## src/rtl/mem_port_arbiter.sv

```systemverilog
// Shares one OBI memory port between the core instruction and data masters.
// Requests are granted round-robin; responses return in order via a 1-bit owner FIFO.
module mem_port_arbiter #(
  parameter int MAX_OUTSTANDING = 2,
  localparam int CW = $clog2(MAX_OUTSTANDING + 1),
  localparam int PW = (MAX_OUTSTANDING > 1) ? $clog2(MAX_OUTSTANDING) : 1
) (
  input  logic          clk_i,
  input  logic          rst_i,
  input  logic          instr_req_i,
  input  logic [31:0]   instr_addr_i,
  output logic          instr_gnt_o,
  output logic          instr_rvalid_o,
  output logic [31:0]   instr_rdata_o,
  input  logic          data_req_i,
  input  logic [31:0]   data_addr_i,
  input  logic [3:0]    data_be_i,
  input  logic          data_we_i,
  input  logic [31:0]   data_wdata_i,
  output logic          data_gnt_o,
  output logic          data_rvalid_o,
  output logic [31:0]   data_rdata_o,
  output logic          mem_req_o,
  output logic [31:0]   mem_addr_o,
  output logic [3:0]    mem_be_o,
  output logic          mem_we_o,
  output logic [31:0]   mem_wdata_o,
  input  logic          mem_gnt_i,
  input  logic          mem_rvalid_i,
  input  logic [31:0]   mem_rdata_i,
  output logic          dbg_state_o,
  output logic [CW-1:0] dbg_cnt_o
);

  // Handshake: a transfer happens on a cycle where mem_req_o && mem_gnt_i;
  // once mem_req_o is raised it stays high (same master) until granted.
  typedef enum logic {IDLE, LOCKED} state_e;

  state_e                     state_q, state_d;
  logic                       own_q, own_d;
  logic                       last_q;
  logic [CW-1:0]              cnt_q;
  logic [PW-1:0]              wptr_q, rptr_q;
  logic [MAX_OUTSTANDING-1:0] fifo_q;

  logic has_req, chosen, pending, grant, pop, head;

  always_comb begin
    has_req = 1'b0;
    chosen  = 1'b0;
    state_d = state_q;
    own_d   = own_q;
    case (state_q)
      IDLE: begin
        has_req = instr_req_i | data_req_i;
        // On a tie the master that was not granted last wins.
        if (instr_req_i && data_req_i) chosen = ~last_q;
        else                           chosen = data_req_i;
      end
      LOCKED: begin
        has_req = 1'b1;
        chosen  = own_q;
      end
      default: ;
    endcase

    pending = has_req && (cnt_q < CW'(MAX_OUTSTANDING));
    grant   = pending && mem_gnt_i && !rst_i;

    case (state_q)
      IDLE: if (pending && !mem_gnt_i) begin
        state_d = LOCKED;
        own_d   = chosen;
      end
      LOCKED: if (grant) state_d = IDLE;
      default: state_d = IDLE;
    endcase
  end

  assign mem_req_o   = pending && !rst_i;
  assign mem_addr_o  = chosen ? data_addr_i  : instr_addr_i;
  assign mem_be_o    = chosen ? data_be_i    : 4'hF;
  assign mem_we_o    = chosen ? data_we_i    : 1'b0;
  assign mem_wdata_o = chosen ? data_wdata_i : 32'h0;

  assign instr_gnt_o = grant && !chosen;
  assign data_gnt_o  = grant &&  chosen;

  // Stray responses with nothing outstanding are dropped.
  assign pop            = mem_rvalid_i && (cnt_q != '0) && !rst_i;
  assign head           = fifo_q[rptr_q];
  assign instr_rvalid_o = pop && !head;
  assign data_rvalid_o  = pop &&  head;
  assign instr_rdata_o  = mem_rdata_i;
  assign data_rdata_o   = mem_rdata_i;

  assign dbg_state_o = (state_q == LOCKED);
  assign dbg_cnt_o   = cnt_q;

  function automatic logic [PW-1:0] ptr_inc(input logic [PW-1:0] p);
    return (p == PW'(MAX_OUTSTANDING - 1)) ? '0 : p + PW'(1);
  endfunction

  always_ff @(posedge clk_i or posedge rst_i) begin
    if (rst_i) begin
      state_q <= IDLE;
      own_q   <= 1'b0;
      last_q  <= 1'b0;
      cnt_q   <= '0;
      wptr_q  <= '0;
      rptr_q  <= '0;
      fifo_q  <= '0;
    end else begin
      state_q <= state_d;
      own_q   <= own_d;
      if (grant) begin
        last_q         <= chosen;
        fifo_q[wptr_q] <= chosen;
        wptr_q         <= ptr_inc(wptr_q);
      end
      if (pop) rptr_q <= ptr_inc(rptr_q);
      if (grant && !pop)      cnt_q <= cnt_q + CW'(1);
      else if (!grant && pop) cnt_q <= cnt_q - CW'(1);
    end
  end

endmodule

```

## config.mk

```make
export PLATFORM = sky130hd
export DESIGN_NAME = mem_port_arbiter
export DESIGN_NICKNAME = d
export VERILOG_FILES = /design/src/rtl/mem_port_arbiter.sv
export SDC_FILE = /design/constraint.sdc
export NUM_CORES = 1
export LEC_CHECK = 0
export ABC_AREA = 1
export ABC_CLOCK_PERIOD_IN_PS = 2090
export BUFFER_PORTS_ARGS = -buffer_cell sky130_fd_sc_hd__buf_2
export CAP_MARGIN = 10
export CORE_AREA = 2 2 109 111
export DETAILED_ROUTE_END_ITERATION = 10
export DIE_AREA = 0 0 111 113
export GPL_TIMING_DRIVEN = 0
export PLACE_DENSITY_LB_ADDON = 0.05
export SETUP_SLACK_MARGIN = 0.02
export SLEW_MARGIN = 40
export SYNTH_ARGS = -nofsm -noshare
export SYNTH_HDL_FRONTEND = slang
export SYNTH_SLANG_ARGS = --single-unit
```

## constraint.sdc

```tcl
create_clock -name clk_i -period 2.09 [get_ports clk_i]
set_input_delay 0.3135 -clock clk_i [delete_from_list [all_inputs] [get_ports clk_i]]
set_output_delay 0.3135 -clock clk_i [all_outputs]
set_load 0.01 [all_outputs]
```

==> Implementation_results.wiki, run 1 <==
{| class="wikitable"
! Metric !! Value
|-
| Adder-cell area share of the yosys netlist || 0.764%
|-
| Clock tree buffer depth || 2
|-
| Area of all placed cells without fillers || 3140 um^2
|-
| All-layer global routing usage || 11.3%
|-
| Leading post-synthesis cells by cell area || buf_4, nand2_1, dfrtp_1, inv_1, nor2_1
|-
| Synthesized area per cell || 5.55 um^2
|-
| Antenna Nets Post-Route || 0
|-
| Largest clock skew in the final design || 0.00138 ns
|-
| Power density relative to cell area || 930 nW/um^2
|-
| Global-route wire length before repair || ~11000 um
|-
| Combinational share of power || 77.3%
|-
| Hold Path Class || input pin to asynchronous set/reset pin
|-
| Fraction of synthesized cell area taken by the top area cell type || between 20 and 30%
|-
| Reg-to-reg critical path endpoint || dbg_cnt_o[1]
|-
| Number of ports placed on the die boundary || 280
|-
| Warning count from the yosys run || 0
|-
| Total number of vias || around 2400
|-
| Arrival time reported for the critical path endpoint || 1.56 ns
|-
| Slew headroom || 69.4%
|-
| Synthesized-area fraction occupied by xor and xnor cells || about 2.1%
|-
| DP HPWL || between 6000 and 7000 um
|-
| Die outline area || 12500 um^2
|-
| Startpoint kind of the worst setup timing path || flop
|-
| Fin. Hold Viols || 0
|-
| Worst Setup EP || mem_wdata_o[14]
|-
| H-tree depth || 1
|-
| Number of antenna violations at the first check in global routing || 0
|-
| Worst IR Drop VDD || approximately 0.26 mV
|-
| Most numerous cell types in the synthesized netlist || nand2_1, buf_4, inv_1
|-
| Main combinational cell family by area after synthesis || buffers and inverters
|-
| Total wire length after detailed routing || 7780 um
|-
| Largest delay share family, worst path || buffers and inverters
|-
| Switching Fraction || 51.1%
|-
| Synth-to-layout area growth || 91.7%
|-
| WP depth || 7
|-
| Buffers & Inverters on Critical Path || 4
|-
| Dpl cell area || 3050 um^2
|-
| Gpl congestion || about 0.84
|-
| DR iter-0 viols || 60
|-
| Synth Net Count || about 440
|-
| Met2 Usage GRT || roughly 24%
|-
| Worst endpoint required time || 1.78 ns
|-
| Cells along the critical path || inv_2 > nand3_2 > nand2_4 > inv_4 > buf_2 > nor2_1 > buf_2
|-
| EDFF count, synth || 0
|-
| Cell taking the most area after synthesis || buf_4
|-
| Chip Width || 111 um
|-
| Starting Density || 14.5%
|-
| Fraction of final layout cells sized beyond drive strength 1 || 60.4%
|-
| Origin of the critical flop-to-flop path || dbg_state_o
|-
| Clock insertion delay at the later pin of the skew report || around 0.23 ns
|-
| Asr flop ratio synth || 100%
|-
| Worst hold margin || 0.0804 ns
|-
| Buffers on Ports || 247
|-
| Cell Area, Synth || 1640 um^2
|-
| Die Y-Extent || roughly 110 um
|-
| Slack of the worst reg-to-reg path || 0.37 ns
|-
| Switching component of the power || between 0.001 and 0.0015 W
|-
| Router iterations before antenna repair || 4
|-
| Transition time of the tightest slew-check pin || 0.459 ns
|-
| TritonCTS Buffers || 3
|-
| Max-slew violations || 0
|-
| Vias in the first global route || 2273
|-
| Met3 global-route usage || roughly 2.2%
|-
| Simple-gate share of the synthesized area || between 30% and 40%
|-
| FMAX || 533 MHz
|-
| CTS tree || yes
|-
| CP max stage cell || dfrtp_1
|-
| Share of cell area taken by muxes after synthesis || 0%
|-
| R2R depth || 8
|-
| CP max FO || 10
|-
| Worst setup path startpoint || dbg_state_o
|-
| Nets@finish || slightly below 700
|-
| Clock period minus final worst setup slack || 1.88 ns
|-
| RSZ-0062 raised after global routing || no
|-
| Static Leakage || 2.18 nW
|-
| MaxCap Viol Count || 0
|-
| Routed vias/inst || 3.52
|-
| # clock sinks || 9
|-
| Fraction of power consumed by sequential logic || 11.0%
|-
| Proportion of synthesized chip area in sequential cells || 13.8%
|-
| Grt peak-use layer || met2
|-
| Cell seen most often among critical-path stages || buf_2
|-
| Crit share post-route || 89.8%
|-
| Slowest cell delay on critical path || 0.40 ns
|-
| Setup violation total in the final timing report || 0
|-
| GR Util met1 || about 11%
|-
| Run status || complete, no violations
|-
| Compound-gate portion of the synthesized area || under 10%
|-
| Worst Path Class, Setup || flop to primary output
|-
| Clock share of power || 11.6%
|-
| Power Internal || 0.00143 W
|-
| Post-route setup TNS || 0 ns
|-
| Crit path capture type || primary output
|-
| Synth unique cells || 21
|-
| Primary FF master, synth || dfrtp_1
|-
| Clock-pin slew reported for the worst setup and hold paths after clock tree synthesis || about 0.04 ns
|-
| Flip-flop and latch count after synthesis || 9
|-
| Clock root buffer || clkbuf_16
|-
| DRC Markers || 0
|-
| Leftover overflow at the end of global routing || 0
|-
| Core region area || 11300 um^2
|-
| Count of standard-cell rows || 39
|-
| Avg WL per Cell || 11.3 um
|-
| ANT cells || 0
|-
| Pin count of the biggest net entering global routing || 13
|-
| Library cell with the highest instance count after synthesis || nand2_1
|-
| Post-synthesis cell count || 295
|}
-- repair_timing --
action | in CTS | in global routing
buffers inserted | 0 | 0
hold buffers | 0 | 0
endpoints found under the setup margin | 0 | 8
gates resized for setup | 0 | 4
-- power groups by stage --
stage,clock (W),sequential [W],combinational [W]
final,0.000340,0.000322,0.00226
after global routing,0.000362,0.000333,0.00254
after CTS,0.000352,0.000322,0.00233
after detailed placement,0,0.000324,0.00233
after global placement,0,0.000320,0.00234
after floorplan,0,0.000326,0.00130
-- per-layer routing --
metal  share of wire, %  vias to the layer above  routed length [um]
met1                 33                      985                2570
met2                 58                      144                4500
li1                   -                     1292                   -
met4               0.35                        0                  27
met5                  0                        -                   0
met3                8.8                        2                 687
-- cell type report --
type / instances / area [um^2]
Inverter: 44 / 168
Timing Repair Buffer: 247 / 1240
Tap cell: 143 / 179
Fill cell: 1311 / 8130
Sequential cell: 9 / 225
Multi-Input combinational cell: 168 / 711
Clock buffer: 4 / 78.8
Buffer: 74 / 542
-- sequential cells by signal (all words and copies together), names as in the netlist --
name / count
own_q: 1
rptr_q: 1
dbg_state_o: 1
fifo_q: 2
last_q: 1
wptr_q: 1
dbg_cnt_o: 2
-- cell families (layout without fill, tap and decap cells) --
kind of cell | Yosys count | count (layout)
buf+inv | 118 | 369
simple gates | 154 | 154
xor+xnor | 4 | 4
compound gates | 9 | 9
fa+ha+maj | 1 | 1
flops | 9 | 9
-- cell usage in the layout, fill, tap and decap left out --
cell type	n
buf_2	254
nand2_1	104
buf_4	64
inv_1	42
nor2_1	39
dfrtp_1	9
o21ai_0	5
nand3_1	3
clkbuf_16	3
xnor2_1	2
nand4_1	2
xor2_1	2
or2_1	2
clkbuf_4	2
or2_2	2
o21bai_1	2
o211ai_1	1
inv_2	1
a21oi_1	1
nand3_2	1
nand2_4	1
inv_4	1
buf_6	1
ha_1	1
clkbuf_1	1
-- worst min path at each step --
stage / cells past startpoint / slack, ns / endpoint / start
after floorplan: 1 / 0.17 / dbg_cnt_o[0] / rst_i
after global placement: 2 / 0.33 / rptr_q / rst_i
after detailed placement: 2 / 0.34 / rptr_q / rst_i
after CTS: 2 / 0.09 / fifo_q[0] / rst_i
after global routing: 2 / 0.13 / rptr_q / rst_i
final: 2 / 0.08 / fifo_q[0] / rst_i
-- per-stage QoR --
step	setup WS [ns]	total power, W	util [%]	std cells
2_1_floorplan	0.466	0.00163	-	295
3_3_place_gp	0.0649	0.00266	27.1	685
3_5_place_dp	0.0362	0.00265	27.1	685
4_1_cts	0.0236	0.00301	27.8	689
5_1_grt	0.0840	0.00323	27.8	689
6_report	0.214	0.00292	27.8	689
Note: power is estimated with default switching activity, not from simulation.
==> run 2, diff against run 1 <==
ABC_CLOCK_PERIOD_IN_PS = 2100   (was 2090)
clock period = 2.1 ns   (was 2.09 ns; I/O delays follow)
==> run 2 against run 1 <==
Compared with the run above:
- register-to-register slack about the same
- combinational power about the same
- die area unchanged
- final cell count unchanged
- cell area about the same
- critical path depth increased by 1
- non-clock buffer count unchanged
- sequential power about the same
- critical endpoint is now mem_addr_o[28]
==> Implementation_results.wiki, run 2 (same netlist as run 1, synthesis figures left out) <==
{| class="wikitable"
! Metric !! Value
|-
| Post-cts hold buffer count || 0 (unchanged)
|-
| Post-route setup TNS || 0 ns (unchanged)
|-
| Leftover overflow at the end of global routing || 0 (unchanged)
|-
| Core region area || 11300 um^2 (unchanged)
|-
| CP max FO || 10 (unchanged)
|-
| Max-slew violations || 0 (unchanged)
|-
| RSZ-0062 raised after global routing || no (unchanged)
|-
| Vias in the first global route || 2273 (unchanged)
|-
| Chip Width || 111 um (unchanged)
|-
| Combinational share of power || 77.3% (about the same)
|-
| Clock root buffer || clkbuf_16 (unchanged)
|-
| Die outline area || 12500 um^2 (unchanged)
|-
| DR iter-0 viols || 63 (was 60)
|-
| Hold Path Class || input pin to asynchronous set/reset pin (unchanged)
|-
| Clock-pin slew reported for the worst setup and hold paths after clock tree synthesis || 0.04 ns (about the same)
|-
| Worst Path Class, Setup || flop to primary output (unchanged)
|-
| Clock tree buffer depth || 2 (unchanged)
|-
| Number of gates resized after cts || 0 (unchanged)
|-
| Antenna Nets Post-Route || 0 (unchanged)
|-
| Transition time of the tightest slew-check pin || 0.459 ns (unchanged)
|-
| CTS tree || yes (unchanged)
|-
| Setup violation total in the final timing report || 0 (unchanged)
|-
| Worst endpoint required time || 1.78 ns (about the same)
|-
| Fraction of power consumed by sequential logic || 11.0% (about the same)
|-
| Slew headroom || 69.4% (unchanged)
|-
| MaxCap Viol Count || 0 (unchanged)
|-
| Origin of the critical flop-to-flop path || dbg_state_o (unchanged)
|-
| Run status || complete, no violations (unchanged)
|-
| Global-route wire length before repair || 11400 um (unchanged)
|-
| Clock insertion delay at the later pin of the skew report || 0.23 ns (about the same)
|-
| Static Leakage || 2.18 nW (about the same)
|-
| Met3 global-route usage || 2.20% (unchanged)
|-
| Fin. Hold Viols || 0 (unchanged)
|-
| Routed vias/inst || 3.52 (about the same)
|-
| Avg WL per Cell || 11.3 um (about the same)
|-
| Crit share post-route || around nine tenths
|-
| DP HPWL || 6900 um (unchanged)
|-
| TritonCTS Buffers || 3 (unchanged)
|-
| Number of antenna violations at the first check in global routing || 0 (unchanged)
|-
| Number of ports placed on the die boundary || 280 (unchanged)
|-
| Synth-to-layout area growth || 91.5% (was 91.7%)
|-
| Largest clock skew in the final design || 0.00138 ns (unchanged)
|-
| DRC Markers || 0 (unchanged)
|-
| Clock period minus final worst setup slack || 1.93 ns
|-
| H-tree depth || 1 (unchanged)
|-
| Die Y-Extent || 113 um (unchanged)
|-
| Power Internal || 0.00142 W (was 0.00143 W)
|-
| ANT cells || 0 (unchanged)
|-
| Switching component of the power || 0.00148 W (was 0.00149 W)
|-
| Startpoint kind of the worst setup timing path || flop (unchanged)
|-
| GR Util met1 || 10.9% (unchanged)
|-
| FMAX || a little over 500 MHz
|-
| Switching Fraction || 51.1% (about the same)
|-
| Grt peak-use layer || met2 (unchanged)
|-
| Met2 Usage GRT || 24.5% (unchanged)
|-
| Pin count of the biggest net entering global routing || 13 (unchanged)
|-
| Setup Buffers After CTS || 0 (unchanged)
|-
| Commonest cells after routing, fill and taps aside || buf_2, nand2_1, buf_4 (unchanged)
|-
| Count of standard-cell rows || 39 (unchanged)
|-
| Starting Density || 14.5% (unchanged)
|-
| Worst IR Drop VDD || 0.260 mV (was 0.261 mV)
|-
| Nets@finish || 687 (unchanged)
|-
| # clock sinks || 9 (unchanged)
|-
| Fraction of final layout cells sized beyond drive strength 1 || 60.4% (unchanged)
|-
| Worst hold margin || 0.0819 ns (was 0.0804 ns)
|-
| Power density relative to cell area || 924 nW/um^2 (was 930 nW/um^2)
|-
| Most common library cell in the layout ignoring fill and taps || buf_2 (unchanged)
|-
| Buffers on Ports || 247 (unchanged)
|-
| Gpl congestion || 0.840 (unchanged)
|-
| Total wire length after detailed routing || 7780 um (about the same)
|-
| Total number of vias || 2424 (was 2423)
|-
| All-layer global routing usage || 11.3% (unchanged)
|-
| Crit path capture type || primary output (unchanged)
|-
| Arrival time reported for the critical path endpoint || 1.62 ns (was 1.56 ns)
|-
| Worst setup path startpoint || dbg_state_o (unchanged)
|-
| Clock share of power || 11.7% (was 11.6%)
|-
| Router iterations before antenna repair || 4 (unchanged)
|}
-- run 2: changes by cell type in the layout (fill, tap and decap cells not counted) --
cell | before | now
inv_2 | 1 | 2
inv_4 | 1 | 0
-- run 2: per-layer routing --
layer / part of all wire (%) / wire (um) / up-vias
met4: 0.35 / 27 / 0
met3: 8.8 / 686 / 2
met5: 0 / 0 / -
met2: 58 / 4500 / 144
li1: - / - / 1292
met1: 33 / 2570 / 986
-- run 2: metrics by stage --
step                      area, um^2  total power (W)  worst slack (ns)  utilization [%]  std cells
after floorplan                 1640          0.00162             0.475                -        295
after global placement          3050          0.00265            0.0734             27.1        685
after detailed placement        3050          0.00264            0.0447             27.1        685
after CTS                       3130          0.00299            0.0321             27.8        689
after global routing            3140          0.00321            0.0259             27.8        689
final                           3140          0.00290             0.168             27.8        689
-- run 2: area by class of cell --
cell class                 count  area [um^2]
tap                          143          179
clock buffer                   4         78.8
sequential                     9          225
timing repair buffer         247         1240
buffer                        74          542
fill                        1313         8140
inverter                      44          165
multi-input combinational    168          711
-- run 2: power by group through the flow --
stage | clock (W) | sequential [W] | combinational, W
5_1_grt | 0.000360 | 0.000331 | 0.00252
2_1_floorplan | 0 | 0.000324 | 0.00129
4_1_cts | 0.000350 | 0.000321 | 0.00232
3_5_place_dp | 0 | 0.000323 | 0.00232
6_report | 0.000338 | 0.000320 | 0.00224
3_3_place_gp | 0 | 0.000319 | 0.00233
-- run 2: worst paths after layout --
check                            endpoint  slack [ns]  depth (start not counted)
min reg2reg                         own_q        0.49                          2
max reg2reg                  dbg_cnt_o[1]        0.38                          8
min in group clk_i                  own_q        0.47                          4
max                        mem_addr_o[28]        0.17                          8
max in group asynchronous    dbg_cnt_o[0]        1.70                          2
min                             fifo_q[0]        0.08                          2
-- run 2: critical path, stage by stage, from the launching register on --
cell,delay [ns]
dfrtp_1,0.38
inv_2,0.07
nand3_2,0.09
nand2_4,0.10
inv_2,0.19
clkbuf_4,0.26
nand2_1,0.07
nand2_1,0.09
buf_2,0.14
==> run 3, diff against run 2 <==
ABC_AREA = 0   (was 1)
CORE_AREA = 2 2 110 112   (was 2 2 109 111)
DIE_AREA = 0 0 112 114   (was 0 0 111 113)
==> run 3 against run 2 <==
Compared with the run above:
- core utilization grew 0.70 points
- non-clock buffer count up 9
- flip-flop and latch count did not move
- clock power up 2%
- area after synthesis is 5.0% higher
- register-to-register slack lost 0.08 ns
- fmax down 4.9%
- sequential power grew 9.7%
- cell area up 6.5%
- sequential share of layout area decreased by 0.40 points
- via count is 11% lower
- hold slack better by 0.0060 ns
- critical path type unchanged
==> Implementation_results.wiki, run 3 <==
{| class="wikitable"
! Metric !! Value
|-
| Run status || complete, no violations (unchanged)
|-
| Post-cts hold buffer count || 0 (unchanged)
|-
| Crit share post-route || 96.7% (was 92.0%)
|-
| Worst endpoint required time || 1.78 ns (about the same)
|-
| Leftover overflow at the end of global routing || 0 (unchanged)
|-
| Leading post-synthesis cells by cell area || buf_4, mux2_4, dfrtp_1, nor2b_1, buf_6 (was buf_4, nand2_1, dfrtp_1, inv_1, nor2_1)
|-
| Worst setup path startpoint || dbg_state_o (unchanged)
|-
| Total number of vias || 2165 (was 2424)
|-
| Static Leakage || 1.99 nW (was 2.18 nW)
|-
| Slowest cell delay on critical path || 0.40 ns (was 0.38 ns)
|-
| Pin count of the biggest net entering global routing || 11 (was 13)
|-
| Origin of the critical flop-to-flop path || dbg_state_o (unchanged)
|-
| Max-slew violations || 0 (unchanged)
|-
| # clock sinks || 9 (unchanged)
|-
| Clock root buffer || clkbuf_16 (unchanged)
|-
| CP max stage cell || dfrtp_2 (was dfrtp_1)
|-
| Flip-flop and latch count after synthesis || 9 (unchanged)
|-
| Post-layout util || 28.5% (was 27.8%)
|-
| Asr flop ratio synth || 100% (unchanged)
|-
| DP HPWL || 7050 um (was 6900 um)
|-
| Primary FF master, synth || dfrtp_1 (unchanged)
|-
| Number of ports placed on the die boundary || 280 (unchanged)
|-
| WP depth || 5 (was 8)
|-
| H-tree depth || 1 (unchanged)
|-
| Starting Density || 14.7% (was 14.5%)
|-
| Chip Width || 112 um (was 111 um)
|-
| Largest clock skew in the final design || 0.00470 ns (was 0.00138 ns)
|-
| Nets@finish || 589 (was 687)
|-
| Core region area || 11700 um^2 (was 11300 um^2)
|-
| Clock period minus final worst setup slack || 2.03 ns (was 1.93 ns)
|-
| Cell taking the most area after synthesis || buf_4 (unchanged)
|-
| FMAX || 492 MHz (was 518 MHz)
|-
| EDFF count, synth || 0 (unchanged)
|-
| Fraction of final layout cells sized beyond drive strength 1 || 83.7% (was 60.4%)
|-
| Buffers on Ports || 247 (unchanged)
|-
| Library cell with the highest instance count after synthesis || buf_4 (was nand2_1)
|-
| Placed instance count || 582 (was 685)
|-
| MaxCap Viol Count || 0 (unchanged)
|-
| Die outline area || 12800 um^2 (was 12500 um^2)
|-
| R2R depth || 7 (was 8)
|-
| DRC Markers || 0 (unchanged)
|-
| Routed vias/inst || 3.63 (was 3.52)
|-
| Post-synthesis cell count || 188 (was 295)
|-
| Fraction of synthesized cell area taken by the top area cell type || 27.9% (was 29.3%)
|-
| Post-route setup TNS || 0 ns (unchanged)
|-
| CP max FO || 5 (was 10)
|-
| Synth-to-layout area growth || 94.2% (was 91.5%)
|-
| Proportion of synthesized chip area in sequential cells || 13.1% (was 13.8%)
|-
| Clock insertion delay at the later pin of the skew report || 0.24 ns (was 0.23 ns)
|-
| Most common library cell in the layout ignoring fill and taps || buf_2 (unchanged)
|-
| Slew headroom || 73.9% (was 69.4%)
|-
| Transition time of the tightest slew-check pin || 0.386 ns (was 0.459 ns)
|-
| Hold Path Class || input pin to asynchronous set/reset pin (unchanged)
|-
| Synth Net Count || 328 (was 435)
|-
| CTS tree || yes (unchanged)
|-
| Warning count from the yosys run || 0 (unchanged)
|-
| TritonCTS Buffers || 3 (unchanged)
|-
| Largest delay share family, worst path || multiplexers (was buffers and inverters)
|-
| Avg WL per Cell || 13.3 um (was 11.3 um)
|-
| Vias in the first global route || 1933 (was 2273)
|-
| Global-route wire length before repair || 10900 um (was 11400 um)
|-
| Startpoint kind of the worst setup timing path || flop (unchanged)
|-
| Commonest cells after routing, fill and taps aside || buf_2, buf_4, nor2b_1 (was buf_2, nand2_1, buf_4)
|-
| Power density relative to cell area || 893 nW/um^2 (was 924 nW/um^2)
|-
| Fin cells || 597 (was 689)
|-
| Synthesized area per cell || 9.15 um^2 (was 5.55 um^2)
|-
| Reg-to-reg critical path endpoint || dbg_cnt_o[1] (unchanged)
|-
| Cell Area, Synth || 1720 um^2 (was 1640 um^2)
|-
| All-layer global routing usage || 10.6% (was 11.3%)
|-
| Router iterations before antenna repair || 4 (unchanged)
|-
| Number of antenna violations at the first check in global routing || 2 (was 0)
|-
| Cells along the critical path || mux2i_4 > buf_6 > buf_4 > mux2_2 > buf_2 (was inv_2 > nand3_2 > nand2_4 > inv_2 > clkbuf_4 > nand2_1 > nand2_1 > buf_2)
|-
| Most numerous cell types in the synthesized netlist || buf_4, nor2b_1, mux2_4 (was nand2_1, buf_4, inv_1)
|-
| Arrival time reported for the critical path endpoint || 1.72 ns (was 1.62 ns)
|-
| Clock-pin slew reported for the worst setup and hold paths after clock tree synthesis || 0.04 ns (about the same)
|-
| Slack of the worst reg-to-reg path || 0.30 ns (was 0.38 ns)
|-
| Count of standard-cell rows || 40 (was 39)
|-
| Synth unique cells || 30 (was 21)
|-
| Buffers & Inverters on Critical Path || 3 (was 4)
|-
| Antenna Nets Post-Route || 0 (unchanged)
|-
| DR iter-0 viols || 26 (was 63)
|-
| Worst IR Drop VDD || 0.623 mV (was 0.260 mV)
|-
| Crit path capture type || primary output (unchanged)
|-
| RSZ-0062 raised after global routing || yes (was no)
|-
| Die Y-Extent || 114 um (was 113 um)
|-
| Total wire length after detailed routing || 7930 um (was 7780 um)
|-
| Gpl congestion || 0.725 (was 0.840)
|-
| Setup violation total in the final timing report || 0 (unchanged)
|-
| Fin. Hold Viols || 0 (unchanged)
|-
| Worst Path Class, Setup || flop to primary output (unchanged)
|-
| Clock tree buffer depth || 2 (unchanged)
|-
| Final Total Pwr || 0.00298 W (was 0.00290 W)
|}
[run 3: worst register-to-register path: stages, from the launching register on]
cell,delay (ns)
dfrtp_2,0.43
or3_1,0.34
buf_2,0.16
nand3_2,0.10
inv_1,0.10
ha_1,0.32
nor2_1,0.14
xor2_1,0.14
[run 3: where the power goes]
group	leakage (nW)	total [W]	internal [W]	switching (W)
registers	0.106	0.000351	0.000266	0.0000847
logic	1.85	0.00229	0.00124	0.00105
clock network	0.0409	0.000345	0.000252	0.0000933
[run 3: area by class of cell]
| class | instances | area (um^2) |
|---|---|---|
| fill | 1323 | 8370 |
| timing repair buffer | 257 | 1310 |
| multi-input combinational | 103 | 953 |
| buffer | 73 | 576 |
| sequential | 9 | 226 |
| tap | 147 | 184 |
| clock buffer | 3 | 75.1 |
| inverter | 2 | 7.51 |
| clock inverter | 1 | 5.00 |
| antenna | 2 | 5.00 |
[run 3: worst max-delay path by stage]
stage	slack (ns)	end
floorplan	0.38	dbg_cnt_o[1]
global placement	0.17	mem_addr_o[17]
detailed placement	0.17	mem_addr_o[17]
CTS	0.02	mem_addr_o[21]
global route	0.003	mem_addr_o[2]
finish	0.07	mem_addr_o[1]
[run 3: cell families after synthesis]
logic type | after synthesis | synth area share (%)
buffers and inverters | 76 | 32.6
adders and majority gates | 1 | 0.727
muxes | 34 | 28.2
DFF | 9 | 13.1
AOI/OAI and AO/OA | 12 | 4.95
and+or+nand+nor | 51 | 17.9
xor gates and xnor gates | 5 | 2.55
[run 3: stage by stage]
stage / worst slack [ns] / instance area, um^2 / hold slack [ns]
6_report: 0.0692 / 3340 / 0.0879
5_1_grt: 0.00329 / 3340 / 0.135
4_1_cts: 0.0237 / 3230 / 0.0958
3_5_place_dp: 0.166 / 3140 / 0.350
3_3_place_gp: 0.169 / 3140 / 0.371
2_1_floorplan: 0.377 / 1720 / 0.151
[run 3: repair_timing]
item                       4_1_cts  5_1_grt
setup endpoints to repair       28       33
gates resized for setup          2        9
gates cloned                     0        1
hold endpoints to repair         0        0
buffers inserted                 1        8
[run 3: per-layer routing]
layer	GRT usage (%)	part of all wire [%]	up-vias
met5	0	0	-
met4	2.44	0.85	0
met3	1.81	8.3	5
met2	22.0	57	115
met1	11.1	34	970
li1	-	-	1075
